**src/rtl/serial_adder_pkg.sv**
```systemverilog
// Shared types and constants for the bit-serial adder.
package serial_adder_pkg;

    typedef enum logic [1:0] {
        IDLE = 2'd0,
        ADD  = 2'd1,
        DONE = 2'd2
    } state_t;

    localparam int DEFAULT_WIDTH = 8;

endpackage

```
**src/rtl/full_adder.sv**
```systemverilog
// Single-bit full adder used as the only arithmetic stage of the serial adder.
module full_adder (
    input  logic [2:0] inputs,
    output logic [1:0] outputs
);

    // Sum is the parity of the three bits; carry is their majority.
    always_comb begin
        outputs[0] = inputs[2] ^ inputs[1] ^ inputs[0];
        outputs[1] = (inputs[2] & inputs[1]) | (inputs[2] & inputs[0]) | (inputs[1] & inputs[0]);
    end

endmodule

```
**src/rtl/serial_adder.sv**
```systemverilog
// Bit-serial adder: adds two WIDTH-bit operands plus carry-in one bit per
// clock, LSB first, with a start/busy/done handshake.
module serial_adder
    import serial_adder_pkg::*;
#(
    parameter int WIDTH = DEFAULT_WIDTH
) (
    input  logic             clock,
    input  logic             reset_n,
    input  logic             start,
    input  logic [WIDTH-1:0] a,
    input  logic [WIDTH-1:0] b,
    input  logic             cin,
    output logic             busy,
    output logic             done,
    output logic [WIDTH-1:0] sum,
    output logic             cout
);

    localparam int CNT_W = $clog2(WIDTH);

    state_t             state;
    state_t             state_next;
    logic [WIDTH-1:0]   a_sr;
    logic [WIDTH-1:0]   b_sr;
    logic [WIDTH-1:0]   sum_sr;
    logic               carry;
    logic [CNT_W-1:0]   bit_cnt;
    logic [1:0]         fa_out;
    logic               accept;
    logic               last_bit;

    full_adder u_full_adder (
        .inputs  ({a_sr[0], b_sr[0], carry}),
        .outputs (fa_out)
    );

    assign accept   = start && ((state == IDLE) || (state == DONE));
    assign last_bit = (bit_cnt == CNT_W'(WIDTH - 1));
    assign busy     = (state == ADD);
    assign done     = (state == DONE);

    // State register.
    always_ff @(posedge clock or negedge reset_n) begin
        if (!reset_n) begin
            state <= IDLE;
        end else begin
            state <= state_next;
        end
    end

    // Next-state logic; a start in DONE is accepted back-to-back like IDLE.
    always_comb begin
        state_next = state;
        case (state)
            IDLE:    if (start) state_next = ADD;
            ADD:     if (last_bit) state_next = DONE;
            DONE:    state_next = start ? ADD : IDLE;
            default: state_next = IDLE;
        endcase
    end

    // Operand capture, bit-serial shifting and result latching.
    always_ff @(posedge clock or negedge reset_n) begin
        if (!reset_n) begin
            a_sr    <= '0;
            b_sr    <= '0;
            sum_sr  <= '0;
            carry   <= 1'b0;
            bit_cnt <= '0;
            sum     <= '0;
            cout    <= 1'b0;
        end else if (accept) begin
            a_sr    <= a;
            b_sr    <= b;
            carry   <= cin;
            bit_cnt <= '0;
        end else if (state == ADD) begin
            carry   <= fa_out[1];
            sum_sr  <= {fa_out[0], sum_sr[WIDTH-1:1]};
            a_sr    <= a_sr >> 1;
            b_sr    <= b_sr >> 1;
            bit_cnt <= bit_cnt + CNT_W'(1);
            if (last_bit) begin
                sum  <= {fa_out[0], sum_sr[WIDTH-1:1]};
                cout <= fa_out[1];
            end
        end
    end

endmodule

```
**config.mk**
```make
export PLATFORM = sky130hd
export DESIGN_NAME = serial_adder
export DESIGN_NICKNAME = d
export VERILOG_FILES = /design/src/rtl/serial_adder_pkg.sv /design/src/rtl/full_adder.sv /design/src/rtl/serial_adder.sv
export SDC_FILE = /design/constraint.sdc
export NUM_CORES = 1
export LEC_CHECK = 0
export ABC_CLOCK_PERIOD_IN_PS = 2550
export BUFFER_PORTS_ARGS = -buffer_cell sky130_fd_sc_hd__buf_2
export CAP_MARGIN = 20
export CORE_MARGIN = 8
export CORE_UTILIZATION = 43
export CTS_BUF_LIST = sky130_fd_sc_hd__clkbuf_8
export DETAILED_ROUTE_END_ITERATION = 8
export GPL_TIMING_DRIVEN = 0
export PLACE_DENSITY = 0.71
export SLEW_MARGIN = 10
export SYNTH_ARGS = -nofsm -noshare
export SYNTH_HDL_FRONTEND = slang
export SYNTH_SLANG_ARGS = --single-unit
```
**constraint.sdc**
```tcl
create_clock -name clock -period 2.55 [get_ports clock]
set_input_delay 0.51 -clock clock [delete_from_list [all_inputs] [get_ports clock]]
set_output_delay 0.51 -clock clock [all_outputs]
set_load 0.02 [all_outputs]
```
==> run metrics, run 1 <==
Worst-Skew Late Latency=0.29 ns; RR Startpoint=bit_cnt[0]; drt wl/cell=13.9 um; syn nets=177; unrepaired setup endpoints after global routing=false; first-pass GRT wire length=5860 um; I/O pin total=31; Rel. slew slack=0.446; pin count of the biggest net entering global routing=39; GR Util All Layers=0.119; Worst EP required=around 2.0 ns; Starting DRT DRC Count=63; Post-CTS Resized=0; Fmax achieved=488 MHz; syn_area_per_cell=11.2 um^2; die width=79.3 um; CP endpoint kind=output pin; initial antenna violation count=0; pre-CTS setup slack=0.803 ns; Setup Buffers After CTS=0; clk sink count=38; final worst slack=around 0.5 ns; total power=2580 uW; Routed WL=3370 um; Hold Violations, Final=0; FF-to-FF End=cout; hold_buf cts=0; Ant. Diodes=0; Slew @ Worst Pin=0.831 ns; Ys Warns=0; Setup Skew=0.00591 ns; Post-synth top flop=dfrtp_1; Layout Nets=214; Finish-stage setup viols=0; CTS Buffer Depth=2; number of global-route vias before repair=1252; setup slack, reg-to-reg=1.14 ns; total CTS buffers=5; most frequent cell after synthesis=dfrtp_1; Post-synth top cells=38 x dfrtp_1, 25 x nand2_1, 10 x nor2_1, 10 x nor3_1, 10 x o22ai_1; post-DP HPWL=2400 um; Syn Inst Count=about 150; DR vias/cell=5.01; Worst-path clk slew=0.08 ns; library cells used by synthesis=23; CP startpoint kind=flip-flop; Worst EP arrival=1.54 ns; crit path from=state[1]; htree depth=2; P_leak=0.000985 uW; Antenna Violating Nets Remaining=0; power per cell area=1270 nW/um^2; Initial Utilization=0.438; most area-consuming cells after synthesis=dfrtp_1 55%, mux2_4 7.8%, nand2_1 5.4%, o22ai_1 3.6%, mux2i_1 3.5%; worst IR drop on VDD=0.534 mV; largest area contributor in the netlist=dfrtp_1; share of layout cells above drive strength 1=0.318; # rows=23; min cycle time layout=2.05 ns; run status=finished, final reports clean; Area growth syn-to-layout=17.8%; Yosys reg bits=38; ys async rst share=1.00; top-area cell type share of the netlist area=0.551; Core Box Area=about 3900 um^2; Reg2Reg Depth=4; crit-path max FO=10; period utilization=0.804; CTS Root Buffer Type=clkbuf_8; number of synthesized flops with an enable pin=0; I/O Buffers=30; cell area after synthesis=1730 um^2; via count=1212; Max Transition Viols Final=0; type of the worst setup path=flip-flop to output pin; Setup TNS=0 ns; hold crit path type=input port to async pin; die area=~6300 um^2; post-synthesis sequential area ratio=0.551; CTS tree=yes; die height=between 70 and 80 um; Final Wtd Congestion=0.727; gr ovfl total=0; maxcap violations=0; drt first pass iters=4; DRC viols=0
per-layer routing:
metal  wire length (um)  vias up  global-route usage
met5                  0        -                   0
met4                 70        0              0.0667
met3                168        5              0.0418
met2               1530       28               0.173
met1               1600      579               0.151
li1                   -      600                   -
logic make-up after synthesis:
group / after synthesis / synth area share
AOI/OAI and AO/OA: 25 / 0.0870
adders and majority gates: 3 / 0.0261
buffers and inverters: 11 / 0.0399
DFF: 38 / 0.551
muxes: 17 / 0.126
and+or+nand+nor: 60 / 0.170
flip-flops by register name, summed over array words and instances (netlist names):
register and flops:
a_sr 8, b_sr 8, sum 8, sum_sr 7, bit_cnt 3, state 2, carry 1, cout 1
how the worst max path moves through the flow:
stage,to,slack (ns),cells after the start
global placement,busy,0.82,5
global route,busy,0.42,5
CTS,busy,0.48,5
finish,busy,0.50,5
floorplan,busy,1.06,4
detailed placement,busy,0.80,5
layout make-up:
type                       count  area (um^2)
fill                         359         1910
timing repair buffer          30          150
tap                           50         62.6
clock buffer                   6         82.6
buffer                         9         56.3
inverter                       2         12.5
sequential                    38          951
clock inverter                 2         12.5
multi-input combinational    105          706
layout by cell type (no fill, tap or decap), types with 2 or more instances in the layout:
| cell type | instances |
|---|---|
| nor2b_1 | 7 |
| ha_1 | 2 |
| a21oi_1 | 5 |
| dfrtp_1 | 38 |
| a211oi_1 | 5 |
| buf_2 | 36 |
| mux2i_1 | 6 |
| nor2_1 | 10 |
| nand2b_1 | 3 |
| nand3_1 | 3 |
| nand2_1 | 25 |
| nor3_1 | 10 |
| mux2_2 | 2 |
| buf_4 | 2 |
| mux2_4 | 9 |
| o22ai_1 | 10 |
| clkbuf_8 | 6 |
| o21ai_0 | 5 |
stage by stage:
| stage | area (um^2) | hold slack (ns) | util | std cells |
|---|---|---|---|---|
| finish | 2030 | 0.311 | 0.516 | 242 |
| global route | 2030 | 0.377 | 0.516 | 242 |
| floorplan | 1730 | 0.214 | - | 154 |
| detailed placement | 1940 | 0.478 | 0.492 | 234 |
| CTS | 2030 | 0.333 | 0.516 | 242 |
| global placement | 1940 | 0.461 | 0.492 | 234 |
worst max-delay path, cell delays in order, from the launching register on:
cell and delay (ns):
dfrtp_1 0.38, buf_6 0.15, nand2b_4 0.17, inv_6 0.12
buf_2 0.22, buf_2 0.20
power breakdown:
part | internal [uW] | leakage, uW | total (uW) | switching [uW]
clock | 217 | 0.0000472 | 430 | 213
combinational | 497 | 0.000473 | 1070 | 576
sequential | 888 | 0.000465 | 1070 | 184
total | 1600 | 0.000985 | 2580 | 973
Power figures use the tool's default switching activity.
==> run 2: changes to the inputs <==
--- a/config.mk
+++ b/config.mk
@@ -5,7 +5,8 @@
 export SDC_FILE = /design/constraint.sdc
 export NUM_CORES = 1
 export LEC_CHECK = 0
-export ABC_CLOCK_PERIOD_IN_PS = 2550
+export ABC_AREA = 1
+export ABC_CLOCK_PERIOD_IN_PS = 1740
 export BUFFER_PORTS_ARGS = -buffer_cell sky130_fd_sc_hd__buf_2
 export CAP_MARGIN = 20
 export CORE_MARGIN = 8
@@ -13,7 +14,7 @@
 export CTS_BUF_LIST = sky130_fd_sc_hd__clkbuf_8
 export DETAILED_ROUTE_END_ITERATION = 8
 export GPL_TIMING_DRIVEN = 0
-export PLACE_DENSITY = 0.71
+export PLACE_DENSITY = 0.74
 export SLEW_MARGIN = 10
 export SYNTH_ARGS = -nofsm -noshare
 export SYNTH_HDL_FRONTEND = slang
==> constraint.sdc (replaced) <==
create_clock -name clock -period 1.74 [get_ports clock]
set_input_delay 0.348 -clock clock [delete_from_list [all_inputs] [get_ports clock]]
set_output_delay 0.348 -clock clock [all_outputs]
set_load 0.02 [all_outputs]
==> run 2 against run 1 <==
Highest routed layer unchanged. Setup slack lost 0.40 ns. Critical endpoint unchanged. Via count grew 17%. Cell area shrank 0.68%. Global-route usage grew 0.99 points. Combinational power grew 50%. Routed wire length grew 10%. First-iteration DRC count grew 41%. Register-to-register slack lost 0.91 ns. Sequential power grew 42%. Flip-flop and latch count is the same. Area after synthesis grew 0.15%. Largest cell class unchanged.
==> run metrics, run 2 <==
run status=finished, final reports clean; share of layout cells above drive strength 1=0.193 (-0.125); Worst EP arrival=1.30 ns (-0.24 ns); die height=79.4 um (about the same); cell area after synthesis=1730 um^2 (+0.15%); CP startpoint kind=flip-flop; Finish-stage setup viols=0 (unchanged); Initial Utilization=0.438 (+0.000635); post-DP HPWL=2520 um (+5.1%); Int Power=2150 uW (+34%); CP endpoint kind=output pin; P_leak=0.00113 uW (+14%); GR Util All Layers=0.129 (+0.00991); critical path buffer and inverter count=3 (-1); switch share=0.418 (+0.0397); via count=1414 (+17%); total CTS buffers=5 (unchanged); Post-synth top cells=85 x nand2_1, 38 x dfrtp_1, 27 x nand3_1; most frequent cell after synthesis=nand2_1; pin count of the biggest net entering global routing=39 (unchanged); CP Cell Sequence=inv_2 > nor2_2 > buf_6 > buf_2; Worst EP required=1.39 ns (-0.65 ns); drt first pass iters=4 (unchanged); Fillers=395 (+10%); Syn Inst Count=214 (+39%); combinational fraction of design power=0.435 (+0.018); worst IR drop on VDD=0.681 mV (+28%); Ys Warns=0 (unchanged); Worst-Skew Late Latency=0.29 ns (about the same); post-synthesis adder-cell area fraction=0.0261 (-0.0000378); total power=3700 uW (+44%); clk sink count=38 (unchanged); Hold Violations, Final=0 (unchanged); I/O Buffers=29 (-3.3%); Synth Area in XOR/XNOR=0 (unchanged); maxcap violations=0 (unchanged); Worst-path clk slew=0.07 ns (about the same); Layout Nets=272 (+27%); top cell family by delay on the critical path=buffers and inverters; die width=79.4 um (about the same); pre-CTS setup slack=0.255 ns (-0.547 ns); Starting DRT DRC Count=89 (+41%); library cells used by synthesis=15 (-35%); Clock power frac=0.153 (-0.014); I/O pin total=31 (unchanged); most common cell after layout, fill and taps aside=nand2_1; largest family of logic cells by synthesized area=simple AND/OR/NAND/NOR gates; Area growth syn-to-layout=16.9%; CTS Root Buffer Type=clkbuf_8; period utilization=0.945; top-area cell type share of the netlist area=0.550 (-0.000798); Slew @ Worst Pin=0.825 ns (-0.00562 ns); number of synthesized flops with an enable pin=0 (unchanged); most area-consuming cells after synthesis=dfrtp_1 55%, nand2_1 18%, nand3_1 7.8%, inv_1 3.7%, nor2_1 3.3%; Ant. Diodes=0 (unchanged); largest area contributor in the netlist=dfrtp_1; crit-path max FO=10 (unchanged); # rows=23 (unchanged); DRC viols=0 (unchanged); die area=6300 um^2 (+0.11%); footprint of the multi-input gates=664 um^2 (-5.9%); final worst slack=0.0961 ns (-0.405 ns); Fmax achieved=608 MHz; storage element area=952 um^2 (+0.13%); Rel. slew slack=0.450 (+0.00375); first-pass GRT wire length=6380 um (+8.8%); power per cell area=1830 nW/um^2 (+45%); Setup TNS=0 ns (unchanged); DR vias/cell=4.73 (-5.6%); Sw Pwr=1540 uW (+59%); CP max stage delay=0.43 ns (+0.05 ns); syn_area_per_cell=8.07 um^2 (-28%); Routed WL=3720 um (+10%); drt wl/cell=12.4 um (-11%); htree depth=2 (unchanged); initial antenna violation count=0 (unchanged); CTS Buffer Depth=2 (unchanged); gr ovfl total=0 (unchanged); syn nets=237 (+34%); Yosys reg bits=38 (unchanged); Setup Skew=0.00657 ns (+0.000661 ns); mux contribution to synthesized area=0 (-0.126); Core Box Area=3940 um^2 (unchanged); Antenna Violating Nets Remaining=0 (unchanged); type of the worst setup path=flip-flop to output pin; Reg power frac=0.411 (-0.005); Regs by FF count=a_sr: 8 flops, b_sr: 8 flops, sum: 8 flops; number of global-route vias before repair=1356 (+8.3%); min cycle time layout=roughly 1.6 ns; CTS tree=yes; Setup Buffers After CTS=0 (unchanged); Final Wtd Congestion=0.768 (+5.7%); ys async rst share=1.00 (unchanged); compound-gate portion of the synthesized area=0.0261 (-0.0610); Post-synth top flop=dfrtp_1; hold crit path type=input port to async pin; Max Transition Viols Final=0 (unchanged); unrepaired setup endpoints after global routing=false; Post-Synth Simple-Gate Area=0.332 (+0.163); critical path's slowest cell=dfrtp_2; post-synthesis sequential area ratio=0.550 (-0.000798); most frequent cells in the layout=85 x nand2_1, 37 x dfrtp_1, 34 x buf_2
[run 2: changes by cell type after synthesis, sizes merged, moves of 10 or more]
cell   delta
nand2    +60
nor3     -10
o22ai    -10
mux2     -11
inv      +16
nand3    +24
[run 2: metrics by stage]
| step | area, um^2 | util | cells | hold WS (ns) |
|---|---|---|---|---|
| 4_1_cts | 2010 | 0.510 | 299 | 0.183 |
| 2_1_floorplan | 1730 | - | 214 | 0.0524 |
| 6_report | 2020 | 0.512 | 299 | 0.152 |
| 3_5_place_dp | 1940 | 0.491 | 293 | 0.451 |
| 5_1_grt | 2020 | 0.512 | 299 | 0.233 |
| 3_3_place_gp | 1940 | 0.491 | 293 | 0.451 |
[run 2: logic make-up after synthesis]
logic type / after synthesis
simple gates: 136
flops: 38
buf+inv: 28
compound gates: 9
fa+ha+maj: 3
[run 2: worst paths after layout]
path | from | endpoint | slack (ns) | depth (start not counted)
max | state[0] | busy | 0.1 | 4
min | reset_n | sum[4] | 0.15 | 1
max reg2reg | state[1] | sum[2] | 0.23 | 5
min reg2reg | sum[2] | sum[2] | 0.47 | 2
max in group asynchronous | reset_n | state[0] | 1.01 | 1
min in group clock | a[7] | a_sr[7] | 0.26 | 3
[run 2: worst reg2reg max path, cell delays in order, from the launching register on]
cell and delay, ns:
dfrtp_1 0.39, inv_1 0.30, nand2_1 0.19, nor2_2 0.38, nand2_1 0.11, nand2_1 0.08
[run 2: per-layer routing]
metal / GRT usage / up-vias / wire length [um]
met4: 0.0556 / 0 / 77
li1: - / 734 / -
met3: 0.0417 / 4 / 156
met5: 0 / - / 0
met1: 0.158 / 647 / 1760
met2: 0.203 / 29 / 1720
[run 2: what timing repair did]
item                                    in CTS  in global routing
endpoints found under the hold margin        0                  0
gates resized for setup                      1                  5
endpoints found under the setup margin       2                  2
hold buffers                                 0                  0
[run 2: area by class of cell]
type,count,share of cell area
plain buffers,9,0.0242
repair buffers,29,0.0719
multi-input cells,148,0.329
inverters,18,0.0335
clock inverters,2,0.00496
well taps,50,0.0310
clock buffers,5,0.0341
flip-flops and latches,38,0.471
[run 2: power groups by stage]
stage / Clock [uW] / Sequential [uW] / Combinational (uW)
after floorplan: 0 / 1610 / 1070
after global placement: 0 / 1520 / 1550
after detailed placement: 0 / 1530 / 1600
after CTS: 584 / 1520 / 1600
after global routing: 623 / 1570 / 1840
final: 567 / 1520 / 1610
